$ cat src/rtl/pattern_scan_pkg.sv
// Shared definitions for the pattern scan controller.
// Holds the FSM state encoding and the default sizing parameters
// used by pattern_scan_ctrl and pattern_matcher.
package pattern_scan_pkg;

    localparam int MAX_LEN_DEF = 8;
    localparam int CNT_W_DEF   = 8;

    typedef enum logic [1:0] {
        IDLE  = 2'd0,
        FETCH = 2'd1,
        SHIFT = 2'd2,
        DONE  = 2'd3
    } state_t;

endpackage

$ cat src/rtl/pattern_scan_ctrl_matcher.sv
// Serial pattern matcher with a run-time length and overlap mode.
//
// Ports:
//   clk, reset   rising-edge clock, asynchronous active-high reset
//   bit_valid    bit_in carries a stream bit this cycle
//   bit_in       serial stream bit
//   clear        synchronous clear of history, bits-seen count and match
//   len          pattern length (1..MAX_LEN); must be held stable during a frame
//   pattern      pattern; bit len-1 is the oldest expected bit, bit 0 the newest
//   overlap      1 = overlapping detection, 0 = restart after each match
//   match        registered one-cycle pulse, high the cycle after the
//                matching bit was presented
module pattern_matcher #(
    parameter int MAX_LEN = 8,
    parameter int LEN_W   = 4
) (
    input  logic               clk,
    input  logic               reset,
    input  logic               bit_valid,
    input  logic               bit_in,
    input  logic               clear,
    input  logic [LEN_W-1:0]   len,
    input  logic [MAX_LEN-1:0] pattern,
    input  logic               overlap,
    output logic               match
);

    logic [MAX_LEN-1:0] hist_q;
    logic [MAX_LEN-1:0] hist_nxt;
    logic [MAX_LEN-1:0] mask;
    logic [LEN_W-1:0]   seen_q;
    logic [LEN_W-1:0]   seen_nxt;
    logic               hit;

    always_comb begin
        hist_nxt = {hist_q[MAX_LEN-2:0], bit_in};
        // Bits-seen saturates at MAX_LEN; that is enough to qualify any length.
        seen_nxt = (seen_q == LEN_W'(MAX_LEN)) ? seen_q : seen_q + LEN_W'(1);
        // Low len bits set; a shift by MAX_LEN yields all ones.
        mask     = ~({MAX_LEN{1'b1}} << len);
        hit      = bit_valid && (seen_nxt >= len) &&
                   ((hist_nxt & mask) == (pattern & mask));
    end

    always_ff @(posedge clk or posedge reset) begin
        if (reset) begin
            hist_q <= '0;
            seen_q <= '0;
            match  <= 1'b0;
        end else if (clear) begin
            hist_q <= '0;
            seen_q <= '0;
            match  <= 1'b0;
        end else begin
            match <= hit;
            if (bit_valid) begin
                hist_q <= hist_nxt;
                // Non-overlap mode: the matched bits cannot be reused.
                seen_q <= (hit && !overlap) ? '0 : seen_nxt;
            end
        end
    end

endmodule

$ cat src/rtl/pattern_scan_ctrl.sv
// Frame-level controller feeding a byte stream, MSB first, into a
// programmable serial pattern matcher and counting matches per frame.
//
// Ports:
//   clk, reset    rising-edge clock, asynchronous active-high reset
//   start         begin a frame (only looked at in IDLE)
//   cfg_pattern   pattern, latched on an accepted start
//   cfg_len       pattern length 1..MAX_LEN, latched on an accepted start
//   cfg_overlap   overlap mode, latched on an accepted start
//   in_valid/in_data/in_last/in_ready  byte input handshake
//   busy          high whenever the FSM is not in IDLE
//   match_pulse   one-cycle pulse per detected match
//   match_count   saturating match count for the current or last frame
//   done          one-cycle pulse at frame end
//   err_cfg       one-cycle pulse after a start with an illegal cfg_len
//
// Handshake: a byte transfers on a rising edge where in_valid and in_ready
// are both high; in_ready is high only in FETCH and does not depend on
// in_valid. The source may hold in_valid low for any number of cycles.
module pattern_scan_ctrl
    import pattern_scan_pkg::*;
#(
    parameter int MAX_LEN = MAX_LEN_DEF,
    parameter int CNT_W   = CNT_W_DEF,
    localparam int LEN_W  = $clog2(MAX_LEN + 1)
) (
    input  logic               clk,
    input  logic               reset,
    input  logic               start,
    input  logic [MAX_LEN-1:0] cfg_pattern,
    input  logic [LEN_W-1:0]   cfg_len,
    input  logic               cfg_overlap,
    input  logic               in_valid,
    input  logic [7:0]         in_data,
    input  logic               in_last,
    output logic               in_ready,
    output logic               busy,
    output logic               match_pulse,
    output logic [CNT_W-1:0]   match_count,
    output logic               done,
    output logic               err_cfg
);

    state_t             state_q;
    state_t             state_d;
    logic [7:0]         byte_q;
    logic               last_q;
    logic [2:0]         bit_idx_q;
    logic [MAX_LEN-1:0] pattern_q;
    logic [LEN_W-1:0]   len_q;
    logic               overlap_q;
    logic [CNT_W-1:0]   count_q;
    logic               len_legal;
    logic               start_ok;
    logic               start_bad;
    logic               match;

    assign len_legal = (cfg_len != '0) && (cfg_len <= LEN_W'(MAX_LEN));
    assign start_ok  = (state_q == IDLE) && start && len_legal;
    assign start_bad = (state_q == IDLE) && start && !len_legal;

    // FSM state register
    always_ff @(posedge clk or posedge reset) begin
        if (reset) state_q <= IDLE;
        else       state_q <= state_d;
    end

    // FSM next state and decoded outputs
    always_comb begin
        state_d  = state_q;
        in_ready = 1'b0;
        done     = 1'b0;
        case (state_q)
            IDLE:  if (start_ok) state_d = FETCH;
            FETCH: begin
                in_ready = 1'b1;
                if (in_valid) state_d = SHIFT;
            end
            SHIFT: if (bit_idx_q == 3'd0) state_d = last_q ? DONE : FETCH;
            DONE: begin
                done    = 1'b1;
                state_d = IDLE;
            end
            default: state_d = IDLE;
        endcase
    end

    assign busy = (state_q != IDLE);

    // Datapath: config latch, byte register, bit index, counter, error pulse
    always_ff @(posedge clk or posedge reset) begin
        if (reset) begin
            pattern_q <= '0;
            len_q     <= '0;
            overlap_q <= 1'b0;
            byte_q    <= '0;
            last_q    <= 1'b0;
            bit_idx_q <= '0;
            count_q   <= '0;
            err_cfg   <= 1'b0;
        end else begin
            err_cfg <= start_bad;
            if (start_ok) begin
                pattern_q <= cfg_pattern;
                len_q     <= cfg_len;
                overlap_q <= cfg_overlap;
                count_q   <= '0;
            end else if (match && !(&count_q)) begin
                count_q <= count_q + CNT_W'(1);
            end
            if (state_q == FETCH && in_valid) begin
                byte_q    <= in_data;
                last_q    <= in_last;
                bit_idx_q <= 3'd7;
            end else if (state_q == SHIFT) begin
                bit_idx_q <= bit_idx_q - 3'd1;
            end
        end
    end

    pattern_matcher #(
        .MAX_LEN (MAX_LEN),
        .LEN_W   (LEN_W)
    ) u_matcher (
        .clk       (clk),
        .reset     (reset),
        .bit_valid (state_q == SHIFT),
        .bit_in    (byte_q[bit_idx_q]),
        .clear     (start_ok),
        .len       (len_q),
        .pattern   (pattern_q),
        .overlap   (overlap_q),
        .match     (match)
    );

    assign match_pulse = match;
    // The count register lags the registered match by a cycle; folding the
    // pending match in here makes the visible count move together with
    // match_pulse, so the count at done includes a final-bit match.
    assign match_count = (match && !(&count_q)) ? count_q + CNT_W'(1) : count_q;

endmodule
$ cat config.mk
export PLATFORM = sky130hd
export DESIGN_NAME = pattern_scan_ctrl
export DESIGN_NICKNAME = d
export VERILOG_FILES = /design/src/rtl/pattern_scan_pkg.sv /design/src/rtl/pattern_scan_ctrl_matcher.sv /design/src/rtl/pattern_scan_ctrl.sv
export SDC_FILE = /design/constraint.sdc
export NUM_CORES = 1
export LEC_CHECK = 0
export CAP_MARGIN = 20
export CORE_MARGIN = 5
export CORE_UTILIZATION = 48
export CTS_CLUSTER_SIZE = 40
export DETAILED_ROUTE_END_ITERATION = 6
export PLACE_DENSITY = 0.76
export SYNTH_ARGS = -nofsm -noshare
export SYNTH_HDL_FRONTEND = slang
export SYNTH_SLANG_ARGS = --single-unit
$ cat constraint.sdc
create_clock -name clk -period 2.4 [get_ports clk]
set_input_delay 0.48 -clock clk [delete_from_list [all_inputs] [get_ports clk]]
set_output_delay 0.48 -clock clk [all_outputs]
set_load 0.005 [all_outputs]
## Word level (Yosys, flattened, before mapping)

Index checks and enable logic that the tools add are counted.

| operators by class | value |
|---|---|
| add/subtract/negate cells | 3 |
| order comparisons | 3 |
| equality and inequality tests | 8 |
| shift-type cells | 1 |
| muxes and demuxes | 20 |
| bitwise operators | 3 |
| reductions and logical operators | 20 |

Operator list:

| cell | count |
|---|---|
| AND 8 bit | 2 |
| two-way mux 4 bit | 4 |
| two-way mux 8 bit | 2 |
| two-way mux 7 bit | 2 |
| logical AND 1 bit | 9 |
| adder 8 x 1 -> 8 bit, second input constant | 1 |
| equality test 8 bit | 1 |
| two-way mux 2 bit | 4 |
| inverter 8 bit | 1 |
| one-hot mux 2 bit (4 select lines) | 1 |
| AND reduction 8 bit | 1 |
| << shifter 8 x 4 -> 8 bit, first input constant | 1 |
| two-way mux 3 bit | 2 |
| != test 2 bit, second input constant | 3 |
| nonzero test 2 bit | 3 |
| adder 4 x 1 -> 4 bit, second input constant | 1 |
| equality test 2 bit, second input constant | 2 |
| equality test 4 bit, second input constant | 1 |
| >= comparator 4 bit | 1 |
| <= comparator 4 bit, second input constant | 1 |
| less-than comparator 3 x 4 -> 1 bit, second input constant | 1 |
| two-way mux 1 bit | 4 |
| nonzero test 4 bit | 1 |
| binary-select mux 1 bit (select 3 bit) | 1 |
| 6 further kinds | 8 |

| word-level totals | value |
|---|---|
| register bits | 48 |
| input bits | 26 |
| output and inout bits | 13 |
| word-level logic and storage cells | 70 |

## Longest topological paths before layout

Gate-level depths: netlist of the first run.

| depth | value |
|---|---|
| word-level depth | 9 |
| gate-level depth with buffers | 12 |
| gate-level depth less buffers | 12 |

## Hierarchy

From an unflattened synthesis of the first run, not the netlist that was laid out.

| unflattened totals | value |
|---|---|
| cells, all modules | 223 |
| area, all modules | 2478.6 um^2 |

Modules (own cells, without submodules):

| module | instances | cells an instance | area each (um^2) | seq. area each (um^2) |
|---|---|---|---|---|
| pattern_scan_ctrl | 1 | 132 | 1646.6 | 900.9 |
| pattern_matcher | 1 | 91 | 832.0 | 300.3 |

## Worst setup path after synthesis of the first run

No wires, ideal clock.

| path | value |
|---|---|
| path type | reg2reg |
| start | reg u_matcher.seen_q[0] |
| end | reg u_matcher.seen_q[0] |
| library setup time | 126 ps |
| arrival time | 2249 ps |
| required time | 2274 ps |
| setup slack | 24 ps |
| cell stages (with the launch flop) | 12 |
| path buffers | 0 |
| clock period less this slack | 2376 ps |
| path through | dfrtp_1 inv_1 ha_1 nand2_1 nor3b_1 a21oi_1 inv_1 ha_1 o21ai_0 a222oi_1 o2111ai_2 a221o_2 |

| on the way | value |
|---|---|
| word-level cells in the longest chain between the ends | 9 |
| elaborated cells between the ends (all ways) | 10 |
| those cells by class | add/sub (1); order compare (1); eq/ne (1); mux (4); reduce/logical (3) |

Ends and longest elaborated chain:

| element | line | RTL |
|---|---|---|
| from (decl) | pattern_scan_ctrl_matcher.sv:31 | `logic [LEN_W-1:0] seen_q;` |
| from (signal assigned) | pattern_scan_ctrl_matcher.sv:59 | `seen_q <= (hit && !overlap) ? '0 : seen_nxt;` |
| adder 4 x 1 -> 4 bit / equality test 4 bit (equally long branches) | pattern_scan_ctrl_matcher.sv:38 | `seen_nxt = (seen_q == LEN_W'(MAX_LEN)) ? seen_q : seen_q + LEN_W'(1);` |
| two-way mux 4 bit * | pattern_scan_ctrl_matcher.sv:38 |  |
| >= comparator 4 bit | pattern_scan_ctrl_matcher.sv:41 | `hit = bit_valid && (seen_nxt >= len) &&` |
| logical AND 1 bit (2 in a row) | pattern_scan_ctrl_matcher.sv:41 |  |
| logical AND 1 bit | pattern_scan_ctrl_matcher.sv:59 |  |
| two-way mux 4 bit * | pattern_scan_ctrl_matcher.sv:59 |  |
| two-way mux 4 bit * | pattern_scan_ctrl_matcher.sv:56 | `if (bit_valid) begin` |
| two-way mux 4 bit * | pattern_scan_ctrl_matcher.sv:50 | `end else if (clear) begin` |

Mark *: on every way between the ends. The rest lies on a longest branch, timed or not. The select of a mux whose other input is x is not followed.
A chain may end at the register's enable or synchronous reset.

## Final worst setup path of the first run

| path | value |
|---|---|
| start | reg u_matcher.seen_q[0] |
| end | reg u_matcher.seen_q[2] |

The elaborated chain is that of the path after synthesis.

==> run summary, run 1 <==
For this block, the initial DRC count from the detailed router was 63. After detailed routing, the number of remaining DRC violations is 0. The slowest cell on the critical path is sky130_fd_sc_hd__dfrtp_1.

In the detailed route, the total length drawn on met3 is 263 um. The floorplan step defined a die boundary enclosing 6641 um^2. Entering global routing, the biggest net connects 40 pins.

The final critical-path required period is 2.429 ns. The die width is 81.50 um. Setup repair after global routing could not meet its margin everywhere. The number of search-and-repair iterations in the first detailed-routing pass is 4.

The highest layer touched by signal routing is met4. Of the total power, the clock network draws 0.188. The number of cells on the worst reg-to-reg path is 11. The met2 wirelength from detailed routing is roughly 2500 um. The mean number of vias per cell came out at between 5 and 6.

The power consumption came out at 0.003582 W. The critical path is of the reg -> reg type. After global routing the overflow that remains totals 0. The number of synthesized flops with an enable pin came out at 0. The initial antenna violation count came out at 0. The number of buffers inserted by port buffering came out at 38. The detailed-route via count came out at approximately 1,900. The transition time of the tightest slew-check pin is 0.5368 ns. The power density of the placed cells came out at between 1000 and 1500 nW/um^2.

The effective utilization at floorplan is 0.4866. Setup violations remaining at the end of the flow were counted as 2. The average cell area after synthesis is 10.31 um^2. The maximum fanout encountered on the critical timing path is 4. In the final layout, the share of cells above drive strength 1 is 0.2534. The count of final hold-check violations is 0. The portion of total power attributed to combinational logic came out at 0.422. The flow ran to the end, but the final reports show violations. For this block, wires on met1 add up to 2235 um. The relative contribution of sequential cells to total power came out at 0.389.

Clock skew on the completed layout was measured at 0.006091 ns. The via count of the first global-routing pass is 1,875. The number of top-level design ports is 39. The final reports fail on negative setup slack.

The source-to-sink clock delay at the later pin of the worst-skew pair came out at 0.30 ns. The share of Yosys cell area claimed by the top area cell type came out at 0.4895. The net count of the mapped netlist is 273.

The final antenna-violating net count came out at 0. The total number of nets in the final design is ~330. The number of max-capacitance violations reported came out at 0.

The global placement routability congestion came out at between 0.8 and 0.9. The nature of the critical path endpoint is a register. The path class of the tightest hold or removal check is in -> async.

The clock slew seen by the registers of the worst setup and hold paths is 0.09 ns. The final hold slack is 0.4120 ns. The analysis attributes to cell leakage a power of 1.498 nW. The top flip-flop cell by instance count after synthesis is sky130_fd_sc_hd__dfrtp_1. The HPWL reported at the end of detailed placement is between 3000 and 4000 um. The maximum clock insertion buffer count is 2.

The total clock buffers created by CTS came out at 5. Walking the worst path, the cells encountered are inv_2 -> ha_4 -> nand2_2 -> nor3b_2 -> a21oi_2 -> inv_2 -> ha_4 -> o21ai_2 -> a222oi_1 -> o2111ai_2 -> a221o_2. The fraction of synthesis flops using an asynchronous set or reset pin is 1.000. Summed over all instances, the cell type with the most area after synthesis is sky130_fd_sc_hd__dfrtp_1. The worst setup path is launched from a register. The gate count of the mapped netlist is 238.

The die span in y came out at 81.50 um. The total area inside the core boundary comes to a little over 5000 um^2. Yosys attributes the largest share of cell area to sky130_fd_sc_hd__dfrtp_1 (49%), sky130_fd_sc_hd__mux2_2 (9.2%), sky130_fd_sc_hd__ha_1 (4.6%). The clock root buffer master is sky130_fd_sc_hd__clkbuf_8. The worst setup slack after layout is -0.02855 ns. Cell internal power was estimated by the tool at 0.002360 W. The number of rows created at floorplan is 26. The net switching power came out at ~0.0012 W.

In the global route stage, overall resource usage came out at 0.1632. The arrival time of data at the critical path endpoint is 2.62 ns. The level count of the clock H-tree came out at 2.

The average wire length per cell after detail routing came out at 13.67 um. The maximum vdd drop came out at 0.6121 mV. The switching share of power is 0.3410. The first global-routing pass estimated 8424 um of wire. In this design, the stage delay of the slowest critical-path cell is 0.41 ns. The share of the clock period used by the worst path after layout is 1.012. Derived from the worst setup path, the maximum achievable clock frequency is 411.8 MHz. The yosys synthesis warning count came out at 0. The pre-CTS worst setup slack is -0.03653 ns. The repair_antennas step left the layout with diodes totalling 0. The total of fill cells in the finished design came out at 398. The clock drives 48 sinks.

The worst slew margin relative to its limit is 0.6422. The signed area change from the synthesized netlist to the final layout came out at 32.99%. STA puts the critical path data required time at 2.59 ns. The total length of routed wires came out at 5005 um. The final count of pins violating max slew is 0.

TritonCTS built the clock tree. The post-synthesis cell area is 2454 um^2. The number of distinct library cells after synthesis is 37.

Of the synthesized area, sequential elements account for 0.4895. The number of register bits inferred by synthesis is between 40 and 50.
==> cell usage in the layout, fill, tap and decap left out, types with 9 or more instances in the layout <==
cell,count
sky130_fd_sc_hd__nor2_1,14
sky130_fd_sc_hd__inv_1,12
sky130_fd_sc_hd__nand2_1,28
sky130_fd_sc_hd__a21oi_1,9
sky130_fd_sc_hd__o21ai_0,15
sky130_fd_sc_hd__mux2_2,20
sky130_fd_sc_hd__clkdlybuf4s50_1,30
sky130_fd_sc_hd__dfrtp_1,48
sky130_fd_sc_hd__nor2b_1,10
sky130_fd_sc_hd__buf_4,19
sky130_fd_sc_hd__xnor2_1,10
==> worst max-delay path: cells and delay by family, from the launching register on <==
kind	cells	cell delay [ns]
AO/OA/AOI/OAI	5	1.15
flip-flops	1	0.41
adder cells (fa/ha/maj)	2	0.39
AND/OR/NAND/NOR	2	0.21
buffers and inverters	2	0.15
==> worst paths after layout <==
path,start,to,slack [ns]
hold reg to reg,bit_idx_q[1],bit_idx_q[1],0.50
setup / recovery,u_matcher.seen_q[0],u_matcher.seen_q[2],-0.03
max in group asynchronous,reset,u_matcher.match,1.52
hold / removal,reset,err_cfg,0.41
min in group clk,bit_idx_q[1],bit_idx_q[1],0.50
setup reg to reg,u_matcher.seen_q[0],u_matcher.seen_q[2],-0.03
==> state kept, by name, indices dropped and copies added (netlist names) <==
name,flops
bit_idx_q,3
last_q,1
err_cfg,1
u_matcher.seen_q,4
u_matcher.match,1
len_q,4
byte_q,8
pattern_q,8
count_q,8
u_matcher.hist_q,7
state_q,2
overlap_q,1
==> synth_stat cells, types with 3 or more instances <==
master and instances:
sky130_fd_sc_hd__xor2_1 4, sky130_fd_sc_hd__dfrtp_1 48, sky130_fd_sc_hd__mux2_2 20, sky130_fd_sc_hd__inv_1 16, sky130_fd_sc_hd__a221o_2 3, sky130_fd_sc_hd__and3_1 3, sky130_fd_sc_hd__clkbuf_1 5, sky130_fd_sc_hd__xnor2_1 12
sky130_fd_sc_hd__nand2_1 29, sky130_fd_sc_hd__nor2_1 14, sky130_fd_sc_hd__a21oi_1 10, sky130_fd_sc_hd__nand3_1 4, sky130_fd_sc_hd__mux2i_1 4, sky130_fd_sc_hd__o21ai_0 17, sky130_fd_sc_hd__ha_1 9, sky130_fd_sc_hd__nor2b_1 11
sky130_fd_sc_hd__nor3_1 5, sky130_fd_sc_hd__o22ai_1 3
==> per-stage QoR <==
stage	util	area [um^2]	TNS, ns	cells
after floorplan	-	2454	0	238
after global placement	0.5921	2985	0	348
after detailed placement	0.5921	2985	-0.09889	348
after CTS	0.6350	3202	-0.08509	362
after global routing	0.6471	3263	-0.5410	366
final	0.6471	3263	-0.03020	366
==> cell families after synthesis <==
family | count (synthesis) | synth area share
xor gates and xnor gates | 16 | 0.05711
muxes | 25 | 0.1173
DFF | 48 | 0.4895
adders and majority gates | 9 | 0.04590
and+or+nand+nor | 74 | 0.1407
AOI/OAI and AO/OA | 41 | 0.1076
buffers and inverters | 25 | 0.04181
==> power by group through the flow <==
stage,clock (W),combinational (W),sequential [W]
final,0.000674,0.00151,0.00139
after global routing,0.000719,0.00170,0.00144
after CTS,0.000689,0.00144,0.00139
after detailed placement,0,0.00136,0.00140
after global placement,0,0.00132,0.00140
after floorplan,0,0.00103,0.00130
==> timing repair <==
item	CTS	global route
setup endpoints to repair	12	8
buffers inserted	7	4
pin swaps	9	8
hold buffers	0	0
gates resized for setup	20	9
==> layer usage <==
metal	global-route usage	vias up
met3	0.04057	7
met2	0.2793	37
met4	0.04561	0
met5	0	-
met1	0.2049	893
li1	-	929
==> final cells by class <==
class | instances | area (um^2) | share of cell area
Timing Repair Buffer | 59 | 553.0 | 0.1695
Clock inverter | 2 | 60.06 | 0.01840
Inverter | 17 | 63.81 | 0.01956
Sequential cell | 48 | 1201 | 0.3681
Multi-Input combinational cell | 165 | 1229 | 0.3765
Clock buffer | 5 | 68.82 | 0.02109
Tap cell | 70 | 87.58 | 0.02684
(Power assumes the default switching activity.)
==> inputs of run 2 (changes only) <==
--- a/config.mk
+++ b/config.mk
@@ -11,6 +11,7 @@
 export CTS_CLUSTER_SIZE = 40
 export DETAILED_ROUTE_END_ITERATION = 6
 export PLACE_DENSITY = 0.76
+export RECOVER_POWER = 25
 export SYNTH_ARGS = -nofsm -noshare
 export SYNTH_HDL_FRONTEND = slang
 export SYNTH_SLANG_ARGS = --single-unit
==> run summary, run 2 (synthesized netlist as in run 1, its figures left out) <==
The flow ran to the end, but the final reports show violations. The final reports fail on negative setup slack. The final routed DRC violation total came out at 0. The core footprint is 5042 um^2. The flip-flop and latch area came out at 1201 um^2. The clock network fraction of total power came out at 0.188.

The internal power came out at about 0.0024 W. Setup violations remaining at the end of the flow were counted as 2. The share of the clock period used by the worst path after layout is 1.012.

Across the VDD grid, the largest voltage drop is 0.6112 mV. Across all setup checks in the final design, the least slack found is -0.02781 ns. In this run the vertical extent of the chip is 81.50 um. The maximum clock insertion buffer count is 2. The detailed router finished its first iteration with 54 violations.

The top cell types in the final layout, fill and taps aside, are sky130_fd_sc_hd__dfrtp_1 (48), sky130_fd_sc_hd__clkdlybuf4s50_1 (29), sky130_fd_sc_hd__nand2_1 (28). The worst slew margin relative to its limit came out at 0.3661. The largest registers in the layout are byte_q: 8 flops, count_q: 8 flops, pattern_q: 8 flops. The die width is ~81 um. The number of search-and-repair iterations in the first detailed-routing pass is 4.

The final non-filler cell total is 366. The clock slew seen by the registers of the worst setup and hold paths is ~0.090 ns. The standby leakage power is approximately 1.5 nW. The startpoint identified for the worst register-to-register timing path is u_matcher.seen_q[0].

The worst register-to-register path ends at u_matcher.seen_q[2]. The global-route wire length before repair is 8424 um. Setup repair after global routing could not meet its margin everywhere. The CTS sink count came out at 48.

The path with the worst hold slack has its endpoint at bit_idx_q[1]. The mean number of vias per cell came out at 5.104. The tree is rooted in a sky130_fd_sc_hd__clkbuf_8.

The detailed-route via count is 1,868. The startpoint of the lowest-slack hold path is bit_idx_q[1]. The relative contribution of sequential cells to total power came out at 0.390.

The all-layer global routing usage is 0.1632. The source-to-sink clock delay at the later pin of the worst-skew pair came out at 0.30 ns. In this run, placement finished with an instance count of 348. The hold-critical path depth is 2. The final design instance area without fill is 3248 um^2.

The final count of pins violating max slew came out at 0. The average wire length per cell after detail routing came out at 13.71 um. The library cell used most frequently in the layout, excluding fill and tap cells, is sky130_fd_sc_hd__dfrtp_1. The initial antenna violation count came out at 0. The highest achievable clock rate came out at 411.9 MHz. In this run the register-to-register setup slack is -0.03 ns. The arrival time of data at the critical path endpoint is 2.62 ns.

Of the total power, the share spent switching nets is 0.3415. The final cell utilization of the core came out at 0.6442. The die area came out at approximately 6600 um^2. Wires add up to 5018 um. The analysis attributes to net switching a power of 0.001222 W. The pre-CTS worst setup slack is -0.03653 ns. Buffers inserted to repair hold after CTS numbered 0. The share of final-layout standard cells stronger than drive strength 1 came out at 0.2500. The number of rows created at floorplan is 26. TritonCTS built the clock tree. The transition time of the tightest slew-check pin is 0.9508 ns.

The HPWL reported at the end of detailed placement is 3528 um. The area taken by multi-input logic gates came out at 1229 um^2. The number of buffers inserted by port buffering came out at 38. The count of inserted antenna diode cells is 0. The critical path is of the reg -> reg type. Pin placement for this block handled 39 I/O pins. The portion of total power attributed to combinational logic is 0.422. The count of final hold-check violations is 0. The final critical-path required period came out at 2.428 ns. After routing, the total negative slack on setup checks comes to -0.02870 ns.

The final antenna-violating net count came out at 0. The worst reg-to-reg path cell count is 11. The data required time of the worst path came out at 2.59 ns. After detailed placement, the total cell area comes to 2985 um^2.

The total clock buffers created by CTS came out at 5. The worst setup path is captured at a register. The global placement routability congestion came out at 0.8060. The worst setup path is launched from a register. The filler cells instantiated in the layout total 400. The signed area change from the synthesized netlist to the final layout is 32.38%. The maximum number of pins on one net before global-route repair came out at 40. The via count of the first global-routing pass is around 1,900. The number of max-capacitance violations reported is 0.

The effective utilization at floorplan is 0.4866. The power density of the placed cells is 1102 nW/um^2. The min-delay analysis places its worst path in the category reg -> reg. The maximum fanout encountered on the critical timing path came out at 4. The net count of the finished layout is 331. The level count of the clock H-tree is 2.

Global routing finished with a remaining overflow of 0. The clock tree skew after final layout is 0.006409 ns.
## run 2: per-stage QoR
step                total power [W]  hold WS (ns)
detailed placement         0.002763        0.4904
finish                     0.003579        0.5025
global placement           0.002716        0.4810
floorplan                  0.002329        0.4667
CTS                        0.003526        0.4143
global route               0.003858        0.5211
## run 2: worst max path at each step
stage | from | end | cells after the start
after detailed placement | u_matcher.seen_q[0] | u_matcher.seen_q[3] | 11
final | u_matcher.seen_q[0] | u_matcher.seen_q[2] | 11
after global placement | u_matcher.seen_q[0] | u_matcher.seen_q[0] | 11
after CTS | u_matcher.seen_q[0] | u_matcher.seen_q[3] | 11
after global routing | u_matcher.seen_q[0] | u_matcher.seen_q[2] | 11
after floorplan | u_matcher.seen_q[0] | u_matcher.seen_q[0] | 11
## run 2: worst max-delay path, cell delays in order (launching register included)
cell and delay [ns]:
sky130_fd_sc_hd__dfrtp_1 0.41, sky130_fd_sc_hd__inv_2 0.09, sky130_fd_sc_hd__ha_4 0.13, sky130_fd_sc_hd__nand2_2 0.05, sky130_fd_sc_hd__nor3b_2 0.16, sky130_fd_sc_hd__a21oi_2 0.14, sky130_fd_sc_hd__inv_2 0.06, sky130_fd_sc_hd__ha_4 0.26
sky130_fd_sc_hd__o21ai_2 0.04, sky130_fd_sc_hd__a222oi_1 0.36, sky130_fd_sc_hd__o2111ai_2 0.20, sky130_fd_sc_hd__a221o_2 0.39
## run 2: what timing repair did
action                     CTS  global route
setup endpoints to repair   12             8
setup buffers                7             4
hold endpoints to repair     0             0
resized for setup           20             9
pin swaps                    9             8
## run 2: power groups by stage
stage,logic [W],clock network (W),registers [W]
floorplan,0.00103,0,0.00130
global placement,0.00132,0,0.00140
detailed placement,0.00136,0,0.00140
CTS,0.00144,0.000689,0.00139
global route,0.00170,0.000719,0.00144
finish,0.00151,0.000675,0.00139
## run 2: area by class of cell
cell class	instances	share of cell area
Multi-Input combinational cell	165	0.3783
Sequential cell	48	0.3698
Timing Repair Buffer	59	0.1656
Tap cell	70	0.02696
Clock buffer	5	0.02119
Inverter	17	0.01965
Clock inverter	2	0.01849
## run 2: routing by layer
metal | vias up | track usage | share of wire
li1 | 928 | - | -
met1 | 895 | 0.2049 | 0.44
met2 | 38 | 0.2793 | 0.49
met3 | 7 | 0.04057 | 0.055
met4 | 0 | 0.04561 | 0.011
met5 | - | 0 | 0
==> inputs of run 3 (changes only) <==
--- a/config.mk
+++ b/config.mk
@@ -8,6 +8,7 @@
 export CAP_MARGIN = 20
 export CORE_MARGIN = 5
 export CORE_UTILIZATION = 48
+export CTS_BUF_LIST = sky130_fd_sc_hd__clkbuf_16
 export CTS_CLUSTER_SIZE = 40
 export DETAILED_ROUTE_END_ITERATION = 6
 export PLACE_DENSITY = 0.76
==> run summary, run 3 (synthesized netlist as in run 1, its figures left out) <==
The number of setup violations in the final report is 1. The die area is approximately 6600 um^2. Of all nets on the critical path, the largest fanout is 4. The wire length on met3 came out at 252 um.

The final reports fail on negative setup slack. The area taken by multi-input logic gates is around 1200 um^2. The total number of nets in the final design came out at between 300 and 400. The signed area change from the synthesized netlist to the final layout came out at 34.83%. The arrival time of data at the critical path endpoint is 2.59 ns.

The source-to-sink clock delay at the later pin of the worst-skew pair is 0.29 ns. TritonCTS built the clock tree. The via count of the first global-routing pass came out at approximately 1,900.

The clock root buffer master is sky130_fd_sc_hd__clkbuf_16. The share of final-layout standard cells stronger than drive strength 1 came out at 0.2500. The filler cells instantiated in the layout total 387. The number of search-and-repair iterations in the first detailed-routing pass is 4. The global-route wire length before repair is about 8400 um. The maximum vdd drop is slightly above 0.7 mV.

The worst slew margin relative to its limit is 0.3651. The count of inserted antenna diode cells came out at 0. The total clock buffers created by CTS came out at 5.

STA puts the critical path data required time at ~2.6 ns. In this run the count of I/O pins placed on the die edge is 39. The routed metal-1 wirelength came out at ~2200 um. The tightest min-delay check is of the reg -> reg type. The count of final hold-check violations is 0. The first routing iteration left 61 violations. The flow ran to the end, but the final reports show violations. The die span in y is 81.50 um. The number of rows created at floorplan came out at 26.

STA classifies the critical path startpoint as a register. Setup repair after global routing could not meet its margin everywhere. The H-tree was split into 2 levels.

The final critical-path required period is roughly 2.4 ns. Setup total negative slack on the finished layout was measured at -0.02284 ns. For the pin with the worst max-slew slack, the measured transition is 0.9524 ns. The CTS sink count came out at between 40 and 50. For this run, design rule violations remaining after detail routing come to 0. The maximum number of pins on one net before global-route repair is 40.

Detailed placement finished with a half-perimeter wire length of roughly 3500 um. Summed over all layers, the routed wires come to 5065 um. In the final layout, the registers with the most flip-flops are byte_q: 8 flops, count_q: 8 flops, pattern_q: 8 flops. The final count of pins violating max slew is 0. The flip-flop and latch area is 1201 um^2. The maximum clock insertion buffer count came out at 2. The worst setup slack after layout came out at -0.02284 ns. The global placement routability congestion is 0.8060. Clock-pin slew was measured on the worst setup and hold paths at 0.06 ns. For this run, the number of standard cells in the final layout without fillers is 366. On the final layout, the worst clock skew is 0.004250 ns.

The met2 wirelength from detailed routing is 2512 um. Buffers placed on the I/O ports in this run total 38. Of the available clock period, the critical path in the final layout requires 1.010. The highest routing layer actually used is met4. Leaving out fill and tap cells, the most frequent cell in the layout is sky130_fd_sc_hd__dfrtp_1. The top cell types in the final layout, fill and taps aside, are sky130_fd_sc_hd__dfrtp_1 (48), sky130_fd_sc_hd__clkdlybuf4s50_1 (29), sky130_fd_sc_hd__nand2_1 (28).

The setup path with the least slack is of type reg -> reg. The worst setup path is captured at a register. The highest achievable clock rate is 412.7 MHz.

Across every metal layer, demand over resource in global routing totals 0.1646. The detailed router placed 1,884 vias in this run. In the final routed layout, each cell accounts on average for 13.84 um.

For this configuration, the core starts out at a cell density of 0.4866. The core footprint is slightly above 5000 um^2. The standby leakage power is approximately 1.5 nW. The power density of the placed cells came out at 1146 nW/um^2. The final antenna-violating net count came out at 0.

The die is 81.50 um wide. Counting tap cells, the placed design contains a total of between 300 and 400 instances. The leftover overflow at the end of global routing came out at 0. The mean number of vias per cell is 5.148. The initial antenna violation count came to 0.

The number of max-capacitance violations reported is 0.
## run 3: cell count changes in the layout (fill, tap and decap cells not counted)
cell | before | now
sky130_fd_sc_hd__clkbuf_8 | 5 | 0
sky130_fd_sc_hd__dlygate4sd2_1 | 6 | 5
sky130_fd_sc_hd__clkbuf_16 | 0 | 5
sky130_fd_sc_hd__dlymetal6s2s_1 | 1 | 2
## run 3: cell type report
cell class	instances	area share
clock buffer	5	0.03782
clock inverter	2	0.01815
inverter	17	0.01929
multi-input combinational	165	0.3714
sequential	48	0.3631
tap	70	0.02648
timing repair buffer	59	0.1638
## run 3: final timing paths
kind	start	endpoint	slack [ns]	cells past startpoint
worst max-delay path	u_matcher.seen_q[0]	u_matcher.seen_q[2]	-0.02	11
worst min-delay path	bit_idx_q[1]	bit_idx_q[1]	0.50	2
worst max register to register	u_matcher.seen_q[0]	u_matcher.seen_q[2]	-0.02	11
worst min register to register	bit_idx_q[1]	bit_idx_q[1]	0.50	2
max in group asynchronous	reset	bit_idx_q[2]	0.56	3
min in group asynchronous	reset	err_cfg	0.60	2
## run 3: timing repair
action / CTS / global route
gates resized for setup: 18 / 11
pin swaps: 8 / 12
endpoints found under the setup margin: 12 / 8
hold buffers: 0 / 0
setup buffers: 6 / 5
## run 3: per-layer routing
layer  up-vias  track usage
li1        929            -
met1       911       0.2057
met2        38       0.2785
met3         6      0.04057
met4         0      0.05574
met5         -            0
## run 3: report_power, final
part           switching (W)  internal, W  leakage, nW
sequential          0.000291      0.00111        0.609
clock               0.000289     0.000591       0.0899
combinational       0.000674     0.000836        0.834
## run 3: stage by stage
step	hold WS [ns]	cell area, um^2	setup slack [ns]	total power [W]	utilization
6_report	0.4988	3308	-0.02284	0.003792	0.6561
5_1_grt	0.5143	3308	-0.1669	0.004066	0.6561
3_5_place_dp	0.4904	2985	-0.03653	0.002763	0.5921
2_1_floorplan	0.4667	2454	0.02401	0.002329	-
4_1_cts	0.4367	3247	-0.04727	0.003740	0.6439
3_3_place_gp	0.4810	2985	0.02613	0.002716	0.5921
## run 3: critical path, cell delays in order, from the launching register on
cell and delay [ns]:
sky130_fd_sc_hd__dfrtp_1 0.41, sky130_fd_sc_hd__inv_2 0.09, sky130_fd_sc_hd__ha_4 0.13, sky130_fd_sc_hd__nand2_2 0.05, sky130_fd_sc_hd__nor3b_2 0.16, sky130_fd_sc_hd__a21oi_2 0.14
sky130_fd_sc_hd__inv_2 0.06, sky130_fd_sc_hd__ha_4 0.26, sky130_fd_sc_hd__o21ai_2 0.04, sky130_fd_sc_hd__a222oi_1 0.36, sky130_fd_sc_hd__o2111ai_2 0.21, sky130_fd_sc_hd__a221o_2 0.39
